File: config.mk
export PLATFORM = sky130hd
export DESIGN_NAME = pixel_readout
export DESIGN_NICKNAME = d
export VERILOG_FILES = /design/src/rtl/pixel_readout.sv
export SDC_FILE = /design/constraint.sdc
export NUM_CORES = 1
export LEC_CHECK = 0
export CAP_MARGIN = 5
export CORE_ASPECT_RATIO = 1.75
export CORE_UTILIZATION = 45
export CTS_CLUSTER_DIAMETER = 100
export DETAILED_ROUTE_END_ITERATION = 10
export GPL_ROUTABILITY_DRIVEN = 0
export GPL_TIMING_DRIVEN = 1
export PLACE_DENSITY_LB_ADDON = 0.15
export SLEW_MARGIN = 5
export SYNTH_ARGS = -nofsm -noshare
export SYNTH_HDL_FRONTEND = slang
export SYNTH_SLANG_ARGS = --single-unit
File: constraint.sdc
create_clock -name CLK -period 2.6 [get_ports CLK]
set_input_delay 0.52 -clock CLK [delete_from_list [all_inputs] [get_ports CLK]]
set_output_delay 0.52 -clock CLK [all_outputs]
set_load 0.03 [all_outputs]
File: src/rtl/pixel_readout.sv
// Pixel array readout sequencer: scans every address, samples DATA after a
// programmable settle time and queues {addr, data} in a show-ahead FIFO.
module pixel_readout #(
  parameter int unsigned row_num    = 2,
  parameter int unsigned column_num = 2,
  parameter int unsigned bits       = 2,
  parameter int unsigned settle     = 2,
  parameter int unsigned fifo_depth = 4
) (
  input  logic            CLK,
  input  logic            RSTN,
  input  logic            START,
  output logic            BUSY,
  output logic            DONE,
  output logic            READ,
  output logic [bits-1:0] PIXELADDR,
  input  logic [7:0]      DATA,
  output logic [7:0]      OUT_DATA,
  output logic [bits-1:0] OUT_ADDR,
  output logic            OUT_VALID,
  input  logic            OUT_READY
);

  localparam int unsigned Pixels = row_num * column_num;
  localparam logic [bits-1:0] LastAddr = bits'(Pixels - 1);
  localparam int unsigned SW = (settle > 1) ? $clog2(settle) : 1;
  localparam int unsigned PW = $clog2(fifo_depth);
  localparam int unsigned EntryW = bits + 8;
  localparam logic [PW:0] FullCnt = (PW+1)'(fifo_depth);

  typedef enum logic [1:0] {StIdle, StSettle, StCapture, StGap} state_e;

  // READ is high for exactly `settle` cycles per pixel, the last being CAPTURE,
  // so with settle == 1 the SETTLE state is skipped entirely.
  localparam state_e StFirst = (settle == 1) ? StCapture : StSettle;

  state_e            state_q, state_d;
  logic [bits-1:0]   addr_q, addr_d;
  logic [SW-1:0]     scnt_q, scnt_d;
  logic              done_q, done_d;

  logic [EntryW-1:0] mem [fifo_depth];
  logic [PW-1:0]     wptr_q, rptr_q;
  logic [PW:0]       count_q;
  logic              full, push, pop;
  logic [EntryW-1:0] head;

  assign full = (count_q == FullCnt);
  assign push = (state_q == StCapture) && !full;
  assign pop  = OUT_VALID && OUT_READY;

  always_comb begin
    state_d = state_q;
    addr_d  = addr_q;
    scnt_d  = scnt_q;
    done_d  = 1'b0;
    unique case (state_q)
      StIdle: begin
        if (START) begin
          state_d = StFirst;
          addr_d  = '0;
          scnt_d  = '0;
        end
      end
      StSettle: begin
        scnt_d = scnt_q + 1'b1;
        if (int'(scnt_d) == int'(settle) - 1) state_d = StCapture;
      end
      StCapture: begin
        if (!full) begin
          if (addr_q == LastAddr) begin
            state_d = StIdle;
            done_d  = 1'b1;
          end else begin
            state_d = StGap;
            addr_d  = addr_q + 1'b1;
          end
        end
      end
      StGap: begin
        state_d = StFirst;
        scnt_d  = '0;
      end
      default: state_d = StIdle;
    endcase
  end

  always_ff @(posedge CLK or negedge RSTN) begin
    if (!RSTN) begin
      state_q <= StIdle;
      addr_q  <= '0;
      scnt_q  <= '0;
      done_q  <= 1'b0;
    end else begin
      state_q <= state_d;
      addr_q  <= addr_d;
      scnt_q  <= scnt_d;
      done_q  <= done_d;
    end
  end

  always_ff @(posedge CLK or negedge RSTN) begin
    if (!RSTN) begin
      wptr_q  <= '0;
      rptr_q  <= '0;
      count_q <= '0;
    end else begin
      if (push) wptr_q <= wptr_q + 1'b1;
      if (pop)  rptr_q <= rptr_q + 1'b1;
      if (push && !pop)      count_q <= count_q + 1'b1;
      else if (pop && !push) count_q <= count_q - 1'b1;
    end
  end

  // Storage needs no reset; contents are only visible while OUT_VALID is high.
  always_ff @(posedge CLK) begin
    if (push) mem[wptr_q] <= {addr_q, DATA};
  end

  assign head      = mem[rptr_q];
  assign OUT_ADDR  = head[EntryW-1:8];
  assign OUT_DATA  = head[7:0];
  assign OUT_VALID = (count_q != '0);

  assign READ      = (state_q == StSettle) || (state_q == StCapture);
  assign BUSY      = (state_q != StIdle);
  assign DONE      = done_q;
  assign PIXELADDR = addr_q;

endmodule

* Yosys cells after proc, flatten, opt, wreduce, memory -nomap -nowiden
Memories as Yosys holds them, arrays and structs flattened.
Index checks and enable logic that the tools add are counted.
W data, S select, Z words.
** Cells by class
- Add/sub/neg operators :: 6
- Equal/unequal tests :: 9
- Multiplexer cells :: 18
- Reduce and logical (&&, ||, !) cells :: 17
** Operators with widths (count)
- $mux W2 :: 7
- $ne A2 B2 Y1 const B :: 4
- $pmux W2 S4 :: 1
- $add A2 B1 Y2 const B :: 3
- $eq A2 B2 Y1 const B :: 3
- $mux W1 :: 6
- $mux W3 :: 2
- $reduce_bool A2 Y1 :: 3
- $reduce_bool A3 Y1 :: 2
- $logic_and A1 B1 Y1 :: 4
- $pmux W2 S2 :: 1
- $reduce_and A4 Y1 :: 1
- $add A3 B1 Y3 const B :: 1
- $eq A3 B3 Y1 const B :: 1
- $logic_not A1 Y1 :: 3
- $pmux W1 S3 :: 1
- $reduce_and A3 Y1 :: 1
- $sub A3 B1 Y3 const B :: 1
- $eq A2 B1 Y1 const B :: 1
- $logic_not A2 Y1 :: 1
- $reduce_and A2 Y1 :: 1
- $add A1 B1 Y1 const B :: 1
- $logic_or A1 B1 Y1 :: 1
** Storage, ports and cells
- Register bits :: 13
- Memory bits (writable) :: 40
- Input bits :: 12
- Output and inout port bits :: 16
- Word-level logic and storage cells :: 58
- Memories kept :: 1
** Memories
- mem :: words 4, bits a word 10, rd ports 1, clocked after Yosys merged registers in 0, write ports 1, line 42 : logic [EntryW-1:0] mem [fifo_depth];

* Depth between registers and ports, before layout
Gate-level depths: netlist of the first run.
- Depth in word-level cells :: 7
- Depth in mapped cells :: 10
- Gate-level depth less buffers :: 9

* Least setup slack after synthesis of the first run
Ideal clock, no wire load.
- Path type :: reg-to-reg
- From :: register count_q[0]
- To :: register count_q[2]
- Library setup time :: 0.079 ns
- Arrival time :: 2.183 ns
- Required time :: 2.521 ns
- Setup slack :: 0.338 ns
- Stages on the path, launching flop included :: 9
- Buffers on the path :: 0
- Period minus slack after synthesis :: 2.262 ns
- Cell sequence :: dfrtp_1 > or3_2 > nand2_1 > ha_1 > inv_1 > fa_1 > xor2_1 > nor2_1 > xor2_1
** On the way
- Elaborated cells on any way between the ends :: 14
- Classes of those cells :: 2 x add/sub; 1 x eq/ne; 2 x mux; 9 x reduce/logical
** RTL lines
- from (decl) :: line 44 : logic [PW:0] count_q;
- from (signal assigned) :: line 110 : if (push && !pop) count_q <= count_q + 1'b1;
- from (signal assigned) :: line 111 : else if (pop && !push) count_q <= count_q - 1'b1;
- $reduce_bool A3 Y1 (*) :: line 123 : assign OUT_VALID = (count_q != '0);
- named net OUT_VALID :: line 20 : output logic OUT_VALID,
- $logic_and A1 B1 Y1 (*) :: line 50 : assign pop = OUT_VALID && OUT_READY;
- $logic_not A1 Y1 :: line 110
- $logic_and A1 B1 Y1 :: line 110
- $mux W3 or $reduce_bool A2 Y1 (tied branches)
Mark *: on every way through the listed nets, which the timed path passes. The rest lies on a longest branch. The select of a mux whose other input is x is not followed.
A chain may end at the register's enable or synchronous reset.

* Worst setup path in the final report of the first run
- From :: register rptr_q[0]
- To :: output port OUT_DATA[2]
** On the way
- Longest elaborated chain between the ends :: 1
** Ends and longest elaborated chain
- from (decl) :: line 43 : logic [PW-1:0] wptr_q, rptr_q;
- from (signal assigned) :: line 109 : if (pop) rptr_q <= rptr_q + 1'b1;
- $mem_v2 Z4 W10
- to (decl) :: line 18 : output logic [7:0] OUT_DATA,
Every way passes these cells.

==> results by group, run 1 <==
Synthesis
  – Cell Area, Synth: between 0.002 and 0.0025 mm²
  – Async SR Flop Fraction: approximately 25%
  – Most used DFF post-synth: edfxtp_1
  – Ys Warns: 0
  – Seq/Total Area, Yosys: around two thirds
  – Mean Syn Cell Area: roughly 18 µm²
  – EDFF count, synth: 40
  – Syn_nets: around 150
  – Library cells used by synthesis: 34
  – Largest cells by area after synthesis: edfxtp_1, dfrtp_1, mux4_2
  – Post-Synthesis Cells: between 100 and 150
  – Post-synth top area share: ~53%
  – Synth Register Bits: 53
  – Synth area leader: edfxtp_1

Worst hold path
  – Hold_sp: count_q[2]$_DFFE_PN0P_
  – WHS Endpoint: count_q[2]$_DFFE_PN0P_
  – HP Class: flop to flop
  – Hold path cells: 1

Global route
  – Largest net degree at the start of global routing: 17
  – Initial antenna violation count: 0
  – Overall Global Routing Usage: 14.9%
  – Number of global-route vias before repair: ~1.3k
  – First-pass GRT wire length: approximately 5.9 mm
  – Total gr overflow: 0

Power
  – Sw power: roughly 1000 µW
  – Sequential share of power: a little under 40%
  – Max VDD drop: between 0.0008 and 0.0009 V
  – Cell Pwr Density: approximately 1100 mW/mm²
  – Clock share of power: a little under a fifth
  – Net Sw Frac: between 30% and 40%
  – Combinational Power Share: 41.6%
  – Leak: between 0.0009 and 0.001 µW
  – Internal: roughly 2000 µW

Timing
  – Setup Skew: between 0.007 and 0.008 ns
  – RSZ-0062 raised after global routing: false
  – Worst-margin pin slew: around 0.58 ns
  – Final period util: between 90% and 100%
  – Final Hold Fails: 0
  – Fmax: ~0.4 GHz
  – Post-route worst setup slack: about 0.072 ns
  – Tmin final: 2.53 ns
  – Setup-failing EPs final: 0
  – Max Slew Vio Count: 0
  – Setup TNS: 0 ns
  – Slew margin rel.: about 61%

Cells and area
  – Post-layout util: ~57%
  – Inserted Diodes: 0
  – Commonest cells after routing, fill and taps aside: edfxtp_1, clkdlybuf4s50_1, dfrtp_1
  – Synthesis-to-finish area growth: 20.2%
  – Nets: between 150 and 200
  – Commonest non-fill, non-tap cell in the layout: edfxtp_1
  – Layout cells sized above 1: about 22%

Placement
  – Pre-CTS setup slack: about 0.36 ns
  – Final HPWL DP: approximately 2.6 mm
  – # port buffers: 27

Floorplan
  – Die extent in y: around 96 µm
  – Die area: about 0.0053 mm²
  – Placeable Area: approximately 0.0047 mm²
  – Die X: between 50 and 60 µm
  – I/O pin count: 28
  – Initial core utilization: 47.5%
  – Number of core rows: 33

Critical path
  – CP max stage cell: clkdlybuf4s50_1
  – CP max FO: 11
  – RR Endpoint: count_q[2]$_DFFE_PN0P_
  – Setup crit end kind: output pin
  – CP delay by family, top: buffers and inverters
  – Worst Setup Start Kind: flop
  – CP Buf/Inv Count: 2
  – Worst setup startpoint: rptr_q[0]$_DFFE_PN0P_
  – Biggest cell delay along the critical path: 0.61 ns
  – Worst EP arrival: 2.01 ns
  – Worst Reg-to-Reg Cells: 8
  – Critical-path cell list: buf_4 > mux4_2 > clkdlybuf4s50_1
  – Worst Path Class, Setup: flop to output pin
  – R2R Path Start: count_q[0]$_DFFE_PN0P_
  – Crit path required time: ~2.1 ns
  – Worst reg-to-reg setup slack: around 0.35 ns

Detailed routing
  – Antenna-violating nets left: 0
  – Initial DRC Count: 24
  – DRC: 0
  – Routed wire length: ~3.6 mm
  – Vias: 1162
  – DR pass1 iterations: 4
  – DR WL/cell: about 17 µm
  – Via/cell ratio: between 5 and 6

Clock network
  – CTS Buf Count: 5
  – Cts hold-fix bufs: 0
  – Clk buf depth: 2
  – Clk slew on worst S/H paths: 0.08 ns
  – CTS tree: done
  – H-tree depth: 2
  – Clock sink count: 53
  – Clock Tree Root: clkbuf_8
  – Clk_lat worst skew: about 0.3 ns

Job
  – Total of max-cap violations: 0

Status
  – Status: finished, final reports clean
==> routing by layer <==
metal | share of wire [%] | vias to the layer above | track usage, %
li1 | - | 539 | -
met1 | 38 | 588 | 15.5
met2 | 56 | 28 | 27.7
met3 | 3.3 | 7 | 3.49
met4 | 2.7 | 0 | 7.50
met5 | 0 | - | 0
==> metrics by stage <==
stage          total power, µW  hold WS, ns  cell area [µm²]  cells
2_1_floorplan             2080        0.224             2260    123
3_3_place_gp              2460        0.484             2590    202
3_5_place_dp              2500        0.487             2590    202
4_1_cts                   3070        0.501             2710    210
5_1_grt                   3200        0.523             2710    210
6_report                  3030        0.495             2710    210
==> state kept, by name, summed over array words and instances, names as in the netlist <==
name / cells
state_q: 2
wptr_q: 2
count_q: 3
scnt_q: 1
rptr_q: 2
DONE: 1
mem: 40
PIXELADDR: 2
==> power groups by stage <==
stage / registers (µW) / logic [µW] / clock network (µW)
global route: 1220 / 1370 / 609
CTS: 1210 / 1290 / 578
floorplan: 1190 / 892 / 0
global placement: 1220 / 1240 / 0
detailed placement: 1230 / 1280 / 0
finish: 1200 / 1260 / 564
==> logic make-up (layout without fill, tap and decap cells) <==
family                     after synthesis  count (layout)  share of synthesized area, %
muxes                                   13              13                          11.8
buffers and inverters                   10              45                          2.22
AOI/OAI and AO/OA                       10              10                          3.44
xor gates and xnor gates                 6               6                          2.33
adders and majority gates               11              11                          6.43
and+or+nand+nor                         20              20                          6.15
DFF                                     53              53                          67.6
==> worst register-to-register path: stages, from the launching register on <==
cell	delay [ns]
dfrtp_1	0.46
or3_2	0.53
nand2_1	0.13
ha_1	0.19
inv_1	0.06
fa_1	0.38
xor2_1	0.17
nor2_1	0.11
xor2_1	0.16
==> synthesized netlist by cell type, types with 2 or more instances <==
library cell  number
and2_2             5
dfrtp_1           13
edfxtp_1          40
ha_1              10
inv_1              7
mux2_4             2
mux4_2            10
nand2_1            3
nand2b_1           2
o21ai_0            2
o311ai_0           2
xnor2_1            4
xor2_1             2
==> what timing repair did <==
action,CTS,global route
buffers inserted,0,0
setup endpoints to repair,0,1
resized for setup,0,1
endpoints found under the hold margin,0,0
==> worst max-delay path by stage <==
stage / endpoint / slack, ns / depth (start not counted)
floorplan: count_q[2]$_DFFE_PN0P_ / 0.34 / 8
global placement: OUT_DATA[6] / 0.39 / 3
detailed placement: count_q[2]$_DFFE_PN0P_ / 0.36 / 8
CTS: OUT_DATA[0] / 0.02 / 3
global route: OUT_DATA[6] / 0.0006 / 3
finish: OUT_DATA[2] / 0.07 / 3
==> layout make-up <==
type	count	area (µm²)
timing repair buffer	30	295
sequential	53	1530
clock inverter	2	37.5
multi-input combinational	60	681
inverter	7	26.3
tap	52	65.1
fill	375	2030
clock buffer	6	82.6
No activity file was read; power rests on OpenSTA's default activity.
==> run 2, diff against run 1 <==
- CTS_CLUSTER_DIAMETER: 100 -> 120
- SLEW_MARGIN: 5 -> 30
==> results of run 2 <==
No change in the layout: final DEF, timing and power equal those of run 1.
==> run 3, diff against run 2 <==
- CTS_CLUSTER_SIZE: default -> 24
- REMOVE_ABC_BUFFERS: default -> 1
==> results by group, run 3 (synthesized netlist as in run 1, its figures left out) <==
Timing
  – Setup Skew: 0.0112 ns (+0.00369 ns)
  – RSZ-0062 raised after global routing: false
  – Setup-failing EPs final: 0 (unchanged)
  – Worst-margin pin slew: 0.613 ns (+0.0364 ns)
  – Tmin final: 2.54 ns (+0.0134 ns)
  – Final Hold Fails: 0 (unchanged)
  – Fmax: 0.393 GHz (-0.53%)
  – Final period util: 97.7% (+0.51 points)
  – Setup TNS: 0 ns (unchanged)
  – Post-route worst setup slack: 0.0586 ns (-0.0134 ns)
  – Slew margin rel.: 59.0% (-2.4 points)
  – Max Slew Vio Count: 0 (unchanged)

Cells and area
  – Top reg by flops: mem
  – Commonest non-fill, non-tap cell in the layout: edfxtp_1
  – Final instance count without filler cells: 209 (-0.48%)
  – Synthesis-to-finish area growth: 18.9%
  – Layout cells sized above 1: 20.4% (-1.1 points)
  – Max reg flops: 40 (unchanged)
  – Nets: 179 (-0.56%)
  – FILL cells: 390 (+4.0%)
  – Commonest cells after routing, fill and taps aside: edfxtp_1, clkdlybuf4s50_1, dfrtp_1
  – Regs by FF count: mem x40, count_q x3
  – Inserted Diodes: 0 (unchanged)

Clock network
  – Clk buf depth: 2 (unchanged)
  – Post_cts resized: 0 (unchanged)
  – Post-CTS setup buffers: 0 (unchanged)
  – Clk_lat worst skew: 0.30 ns (about the same)
  – Clock Tree Root: clkbuf_8
  – CTS tree: done
  – Cts hold-fix bufs: 0 (unchanged)
  – Clock sink count: 53 (unchanged)
  – Clk slew on worst S/H paths: 0.08 ns (about the same)
  – H-tree depth: 2 (unchanged)
  – CTS Buf Count: 5 (unchanged)

Critical path
  – Worst Reg-to-Reg Cells: 8 (unchanged)
  – RR Endpoint: count_q[2]$_DFFE_PN0P_
  – Worst reg-to-reg setup slack: 0.35 ns (about the same)
  – R2R Path Start: count_q[0]$_DFFE_PN0P_
  – Worst Setup Start Kind: flop
  – Setup crit end kind: output pin
  – Crit path required time: 2.08 ns (about the same)
  – Worst EP arrival: 2.02 ns (about the same)
  – CP max FO: 10 (-1)
  – Worst Path Class, Setup: flop to output pin

Floorplan
  – Placeable Area: 0.00475 mm² (unchanged)
  – Die extent in y: 95.7 µm (unchanged)
  – Die X: 55.5 µm (unchanged)
  – Die area: 0.00531 mm² (unchanged)
  – Number of core rows: 33 (unchanged)
  – I/O pin count: 28 (unchanged)
  – Initial core utilization: 47.5% (unchanged)

Power
  – Max VDD drop: 0.000894 V (+2.5%)
  – Leak: 0.000965 µW (-3.0%)
  – Cell Pwr Density: 1080 mW/mm² (-2.9%)

Placement
  – Pre-CTS setup slack: 0.367 ns (+0.00941 ns)
  – # port buffers: 27 (unchanged)
  – Final HPWL DP: 2.53 mm (-3.0%)
  – Dpl cells: 201 (-0.50%)

Detailed routing
  – DR pass1 iterations: 4 (unchanged)
  – Via/cell ratio: 5.50 (-0.56%)
  – Vias: 1150 (-1.0%)
  – DR WL/cell: 16.8 µm (-2.1%)
  – Initial DRC Count: 14 (-42%)
  – Antenna-violating nets left: 0 (unchanged)
  – Routed wire length: 3.51 mm (-2.6%)
  – DRC: 0 (unchanged)

Worst hold path
  – HP Class: flop to flop
  – Hold path cells: 1 (unchanged)
  – WHS Endpoint: count_q[2]$_DFFE_PN0P_
  – Hold_sp: count_q[2]$_DFFE_PN0P_

Global route
  – Number of global-route vias before repair: 1220 (-3.9%)
  – Initial antenna violation count: 0 (unchanged)
  – Total gr overflow: 0 (unchanged)
  – Largest net degree at the start of global routing: 17 (unchanged)
  – Overall Global Routing Usage: 14.8% (-0.060 points)
  – First-pass GRT wire length: 5.83 mm (-1.6%)

Status
  – Status: finished, final reports clean

Job
  – Total of max-cap violations: 0 (unchanged)
## run 3: cell count changes in the layout (fill, tap and decap cells not counted)
cell             previous run  this run
clkdlybuf4s50_1            26        27
buf_12                      0         1
clkbuf_8                    6         5
clkbuf_1                    0         1
bufinv_16                   1         0
dlymetal6s2s_1              1         0
buf_4                       3         1
clkinvlp_4                  1         2
## run 3: cell type report
class | instances | area (µm²) | share of cell area [%]
Tap cell | 52 | 65.1 | 2.42
Inverter | 7 | 26.3 | 0.979
Timing Repair Buffer | 29 | 298 | 11.1
Multi-Input combinational cell | 60 | 681 | 25.4
Sequential cell | 53 | 1530 | 56.9
Clock buffer | 6 | 72.6 | 2.70
Clock inverter | 2 | 15.0 | 0.559
## run 3: routing by layer
layer / global-route usage, % / wire, µm
met3: 3.49 / 114
met1: 15.8 / 1340
met4: 5.63 / 55
met5: 0 / 0
met2: 28.1 / 2000
## run 3: worst max path at each step
stage                     slack (ns)                      to  depth (start not counted)                   start
final                           0.06             OUT_DATA[5]                          3   rptr_q[0]$_DFFE_PN0P_
after floorplan                 0.34  count_q[2]$_DFFE_PN0P_                          8  count_q[0]$_DFFE_PN0P_
after CTS                       0.03             OUT_DATA[5]                          3   rptr_q[0]$_DFFE_PN0P_
after global placement          0.38             OUT_DATA[5]                          3   rptr_q[0]$_DFFE_PN0P_
after detailed placement        0.37             OUT_DATA[5]                          3   rptr_q[0]$_DFFE_PN0P_
after global routing          0.0002             OUT_DATA[6]                          3   rptr_q[0]$_DFFE_PN0P_
## run 3: stage by stage
step	hold WS [ns]	total power, µW	area [µm²]	utilization, %
2_1_floorplan	0.224	2050	2230	-
3_3_place_gp	0.470	2470	2600	54.7
3_5_place_dp	0.478	2510	2600	54.7
4_1_cts	0.494	2950	2680	56.5
5_1_grt	0.545	3080	2680	56.5
6_report	0.487	2910	2680	56.5
## run 3: power breakdown
part / internal, µW / total [µW] / leakage, µW / switching [µW]
clock network: 190 / 440 / 0.0000374 / 251
logic: 636 / 1260 / 0.000404 / 624
registers: 1060 / 1210 / 0.000523 / 145
total: 1890 / 2910 / 0.000965 / 1020
## run 3: critical path, cell delays in order (launching register included)
cell	delay, ns
dfrtp_1	0.43
buf_12	0.17
mux4_2	0.51
clkdlybuf4s50_1	0.60
